<file path="src/rtl/ssd_scan_ctrl.sv">
// Multiplexed seven-segment scan controller: frame-synchronous value update,
// leading-zero blanking, per-digit decimal points and PWM brightness.
module ssd_scan_ctrl #(
  parameter int DIGITS      = 4,
  parameter int REFRESH_DIV = 10000,
  parameter int BRIGHT_W    = 2
) (
  input  logic                  clock,
  input  logic                  reset,
  input  logic [4*DIGITS-1:0]   value,
  input  logic                  load,
  input  logic                  blank_lz,
  input  logic [DIGITS-1:0]     dp_mask,
  input  logic [BRIGHT_W-1:0]   bright,
  output logic [DIGITS-1:0]     an,
  output logic [6:0]            seg,
  output logic                  dp,
  output logic                  frame_tick
);

  localparam int PHASES = 1 << BRIGHT_W;
  localparam int SLICE  = REFRESH_DIV / PHASES;
  localparam int SW     = (REFRESH_DIV > 1) ? $clog2(REFRESH_DIV) : 1;
  localparam int LW     = (SLICE > 1) ? $clog2(SLICE) : 1;
  localparam int IW     = (DIGITS > 1) ? $clog2(DIGITS) : 1;

  localparam logic [SW-1:0] SLOT_LAST  = SW'(REFRESH_DIV - 1);
  localparam logic [LW-1:0] SLICE_LAST = LW'(SLICE - 1);
  localparam logic [IW-1:0] IDX_LAST   = IW'(DIGITS - 1);

  logic [SW-1:0]         slot_q, slot_d;
  logic [LW-1:0]         slice_q, slice_d;
  logic [BRIGHT_W-1:0]   phase_q, phase_d;
  logic [IW-1:0]         index_q, index_d;
  logic [4*DIGITS-1:0]   shadow_q, shadow_d;
  logic [4*DIGITS-1:0]   disp_q, disp_d;
  logic [DIGITS-1:0]     an_q, an_d;
  logic [6:0]            seg_q, seg_d;
  logic                  dp_q, dp_d;
  logic                  tick_q, tick_d;

  logic                  slot_end;
  logic                  slice_end;
  logic                  frame_start;
  logic                  lit;
  logic [3:0]            nibble;
  logic [DIGITS-1:0]     blank_vec;

  function automatic logic [6:0] hex2seg(input logic [3:0] h);
    logic [6:0] s;
    case (h)
      4'h0: s = 7'h40;  4'h1: s = 7'h79;  4'h2: s = 7'h24;  4'h3: s = 7'h30;
      4'h4: s = 7'h19;  4'h5: s = 7'h12;  4'h6: s = 7'h02;  4'h7: s = 7'h78;
      4'h8: s = 7'h00;  4'h9: s = 7'h10;  4'hA: s = 7'h08;  4'hB: s = 7'h03;
      4'hC: s = 7'h46;  4'hD: s = 7'h21;  4'hE: s = 7'h06;  default: s = 7'h0E;
    endcase
    return s;
  endfunction

  // A digit is blanked when it and every more-significant nibble are zero.
  genvar gi;
  generate
    for (gi = 0; gi < DIGITS; gi++) begin : g_blank
      if (gi == 0) begin : g_first
        assign blank_vec[gi] = 1'b0;
      end else begin : g_rest
        assign blank_vec[gi] = blank_lz && (disp_q[4*DIGITS-1:4*gi] == '0);
      end
    end
  endgenerate

  assign slot_end    = (slot_q == SLOT_LAST);
  assign slice_end   = (slice_q == SLICE_LAST);
  assign frame_start = slot_end && (index_q == IDX_LAST);
  assign lit         = (phase_q <= bright);
  assign nibble      = disp_q[4*index_q +: 4];

  always_comb begin
    slot_d   = slot_end ? '0 : slot_q + 1'b1;
    slice_d  = (slot_end || slice_end) ? '0 : slice_q + 1'b1;
    phase_d  = phase_q;
    if (slot_end)
      phase_d = '0;
    else if (slice_end)
      phase_d = phase_q + 1'b1;
    index_d  = index_q;
    if (slot_end)
      index_d = (index_q == IDX_LAST) ? '0 : index_q + 1'b1;
    shadow_d = load ? value : shadow_q;
    // Display takes the pre-load shadow even when load coincides with frame start.
    disp_d   = frame_start ? shadow_q : disp_q;
    tick_d   = frame_start;

    an_d  = '1;
    seg_d = 7'h7F;
    dp_d  = 1'b1;
    if (lit) begin
      an_d = ~(DIGITS'(1) << index_q);
      dp_d = ~dp_mask[index_q];
      if (!blank_vec[index_q])
        seg_d = hex2seg(nibble);
    end
  end

  always_ff @(posedge clock or posedge reset) begin
    if (reset) begin
      slot_q   <= '0;
      slice_q  <= '0;
      phase_q  <= '0;
      index_q  <= '0;
      shadow_q <= '0;
      disp_q   <= '0;
      an_q     <= '1;
      seg_q    <= 7'h7F;
      dp_q     <= 1'b1;
      tick_q   <= 1'b0;
    end else begin
      slot_q   <= slot_d;
      slice_q  <= slice_d;
      phase_q  <= phase_d;
      index_q  <= index_d;
      shadow_q <= shadow_d;
      disp_q   <= disp_d;
      an_q     <= an_d;
      seg_q    <= seg_d;
      dp_q     <= dp_d;
      tick_q   <= tick_d;
    end
  end

  assign an         = an_q;
  assign seg        = seg_q;
  assign dp         = dp_q;
  assign frame_tick = tick_q;

endmodule

</file>
<file path="config.mk">
export PLATFORM = sky130hd
export DESIGN_NAME = ssd_scan_ctrl
export DESIGN_NICKNAME = d
export VERILOG_FILES = /design/src/rtl/ssd_scan_ctrl.sv
export SDC_FILE = /design/constraint.sdc
export NUM_CORES = 1
export LEC_CHECK = 0
export ABC_AREA = 1
export CAP_MARGIN = 20
export CORE_ASPECT_RATIO = 0.6
export CORE_MARGIN = 2
export CORE_UTILIZATION = 30
export CTS_CLUSTER_DIAMETER = 80
export CTS_CLUSTER_SIZE = 24
export DETAILED_ROUTE_END_ITERATION = 8
export GPL_TIMING_DRIVEN = 0
export PLACE_DENSITY = 0.49
export SLEW_MARGIN = 20
export SYNTH_ARGS = -nofsm -noshare
export SYNTH_HDL_FRONTEND = slang
export SYNTH_SLANG_ARGS = --single-unit
</file>
<file path="constraint.sdc">
create_clock -name clock -period 3.3 [get_ports clock]
set_clock_uncertainty 0.2 [all_clocks]
set_input_delay 0.66 -clock clock [delete_from_list [all_inputs] [get_ports clock]]
set_output_delay 0.66 -clock clock [all_outputs]
set_load 0.01 [all_outputs]
</file>
==> results by group <==
Route
  • WL/cell: 12.0 um
  • Remaining DRCs: 0
  • Initial DRC Count: 131
  • Final WL: 7780 um
  • Via density per instance: 4.44
  • 1st-pass router iterations: 4
  • Antenna Nets Post-Route: 0
  • DR vias: 2,884

Layout
  • ANT cells: 0
  • Final Instance Count excl. Fillers: 650
  • Design area: 0.00468 mm^2
  • # nets final: 520
  • FILL cells: 1,209
  • Fin util: 38.8%
  • Commonest non-fill, non-tap cell in the layout: nand2_1
  • Area Overhead vs Synth: 26.4%
  • Share of post-route cells with drive strength above 1: 13.0%
  • Commonest cells after routing, fill and taps aside: nand2_1, dfrtp_1, inv_1

Pwr
  • Pwr/cell area: 487 mW/mm^2
  • Peak VDD IR: 0.307 mV
  • Pwr Total: 2.28 mW
  • Leakage: 2.31 nW

Synth
  • Cell accounting for the most synthesized area: dfrtp_1
  • Syn Inst Count: 431
  • Number of synthesized register bits: 75
  • Ys Warns: 0
  • Post-Syn Area: 0.00370 mm^2
  • Top area cells in the synthesized netlist: dfrtp_1, nand2_1, dfstp_2
  • Syn Area/Cell: 8.59 um^2
  • Sequential element share of the synthesized area: 51.1%
  • Share of the synthesized area in the top cell type: 42.6%
  • Syn nets: 471
  • Number of distinct library cells after synthesis: 30

STA
  • Final WS setup: 0.957 ns
  • Final min period: 2.34 ns
  • Slew HR: 62.2%
  • Final worst path period share: 71.0%
  • RSZ-0062 raised after global routing: no
  • Fin. max-slew vios: 0
  • Fmax: 0.427 GHz
  • Worst hold slack: 0.262 ns
  • Setup_tns: 0 ns
  • Worst-Margin Slew: 0.563 ns
  • Final setup fails: 0
  • Hold Violations, Final: 0

CTS
  • CTS tree: yes
  • # hold bufs at CTS: 0
  • Sink Count: 75
  • Resized cells post-CTS: 0
  • Setup Fix Bufs, Post-CTS: 0
  • CTS clk-pin slew, worst paths: 0.06 ns
  • Worst skew pair latency: 0.33 ns
  • Clock root buffer: clkbuf_16
  • H-tree depth: 3
  • CTS Buf Count: 9
  • Clock Tree Buf Depth: 2

Die
  • DIE WIDTH: 147 um
  • Die Span Y: 90.0 um
  • Die Area: 0.0133 mm^2
  • Core footprint: 0.0121 mm^2
  • I/O Pins: 39
  • # rows: 31
  • Starting Density: 30.7%

Run status
  • Status: finished clean

Setup path
  • CP endpoint kind: register
  • CP Class: in -> reg
  • Critical Path Start Type: input pin
  • Critical-path maximum fanout: 7
  • CP Data Required Time: 3.35 ns
  • Worst path arrival time: 2.39 ns

Place
  • Placed cell areas: 0.00431 mm^2
  • Routability cong.: 0.808
  • Worst slack, placed: 0.630 ns
  • IO Port Bufs: 37
  • DP HPWL: 5900 um
  • DP Cell Count: 634

Global route
  • First-pass GRT wire length: 13,600 um
  • Grt total ovfl: 0
  • Vias in the first global route: 2,748
  • Antenna violations before repair: 0
  • Total GRT Usage: 12.8%
  • Pin count of the biggest net entering global routing: 46

Worst hold path
  • Min-delay worst type: reg -> reg

Run
  • Max_cap viols: 0
## path summary, 6_finish.rpt
check	slack (ns)	to	start	cells after the start
max	0.96	seg[5]$_DFF_PP1_	bright[1]	9
min	0.26	slot_q[0]$_DFF_PP0_	slot_q[0]$_DFF_PP0_	1
max reg2reg	1.13	seg[0]$_DFF_PP1_	index_q[0]$_DFFE_PP0N_	13
min reg2reg	0.26	slot_q[0]$_DFF_PP0_	slot_q[0]$_DFF_PP0_	1
max in group asynchronous	1.88	index_q[0]$_DFFE_PP0N_	reset	3
min in group asynchronous	0.48	slice_q[0]$_DFF_PP0_	reset	2
## metal layers
metal	global-route usage, %	share of wire [%]	vias to the layer above	wire, um
met5	0	0	-	0
met2	17.1	38	51	2980
met3	3.96	4.9	7	382
met4	3.13	1.1	0	84
met1	19.8	56	1357	4330
li1	-	-	1469	-
## report_power, final
group | internal [mW] | switching [mW] | leakage [nW]
logic | 0.0577 | 0.0409 | 1.19
registers | 0.949 | 0.0116 | 0.941
clock network | 0.823 | 0.395 | 0.181
total | 1.83 | 0.447 | 2.31
## sequential cells by signal (all words and copies together) (netlist names)
register    flops
seg             7
dp              1
an              4
slice_q        12
frame_tick      1
disp_q         16
phase_q         2
index_q         2
slot_q         14
shadow_q       16
## area by class of cell
| type | instances | area [um^2] | share of cell area (%) |
|---|---|---|---|
| repair buffers | 38 | 398 | 8.50 |
| well taps | 165 | 206 | 4.41 |
| multi-input cells | 300 | 1570 | 33.6 |
| flip-flops and latches | 75 | 1890 | 40.4 |
| inverters | 49 | 189 | 4.04 |
| clock buffers | 9 | 225 | 4.81 |
| clock inverters | 7 | 146 | 3.13 |
| plain buffers | 7 | 48.8 | 1.04 |
## cells by family after synthesis
kind of cell               count (synthesis)  synth area share, %
xor gates and xnor gates                   7                 1.66
AOI/OAI and AO/OA                         26                 3.68
adders and majority gates                 14                 4.73
buffers and inverters                     56                 6.36
DFF                                       75                 51.1
and+or+nand+nor                          237                 27.6
muxes                                     16                 4.87
## synthesized netlist by cell type
master      n
nand2_1   128
dfrtp_1    63
inv_1      46
nor2_1     42
nand3_1    41
o21ai_0    19
mux2_2     16
ha_1       14
nor3_1     14
dfstp_2    12
xor2_1      7
a21oi_1     3
buf_2       3
nand4_1     3
buf_6       2
inv_2       2
nand2_2     2
o21bai_1    2
buf_4       1
clkbuf_1    1
inv_4       1
nand2_4     1
nand2b_1    1
nand3_2     1
nor2_2      1
nor2_8      1
nor3_4      1
o21ai_1     1
o22ai_1     1
or2_2       1
## critical path, cell delays in order
cell	delay (ns)
clkdlybuf4s50_1	0.45
inv_1	0.04
ha_1	0.29
inv_1	0.05
nor2_1	0.03
o21ai_1	0.45
nand2_1	0.16
nor2_1	0.18
nand2_1	0.08
Power figures use the tool's default switching activity.
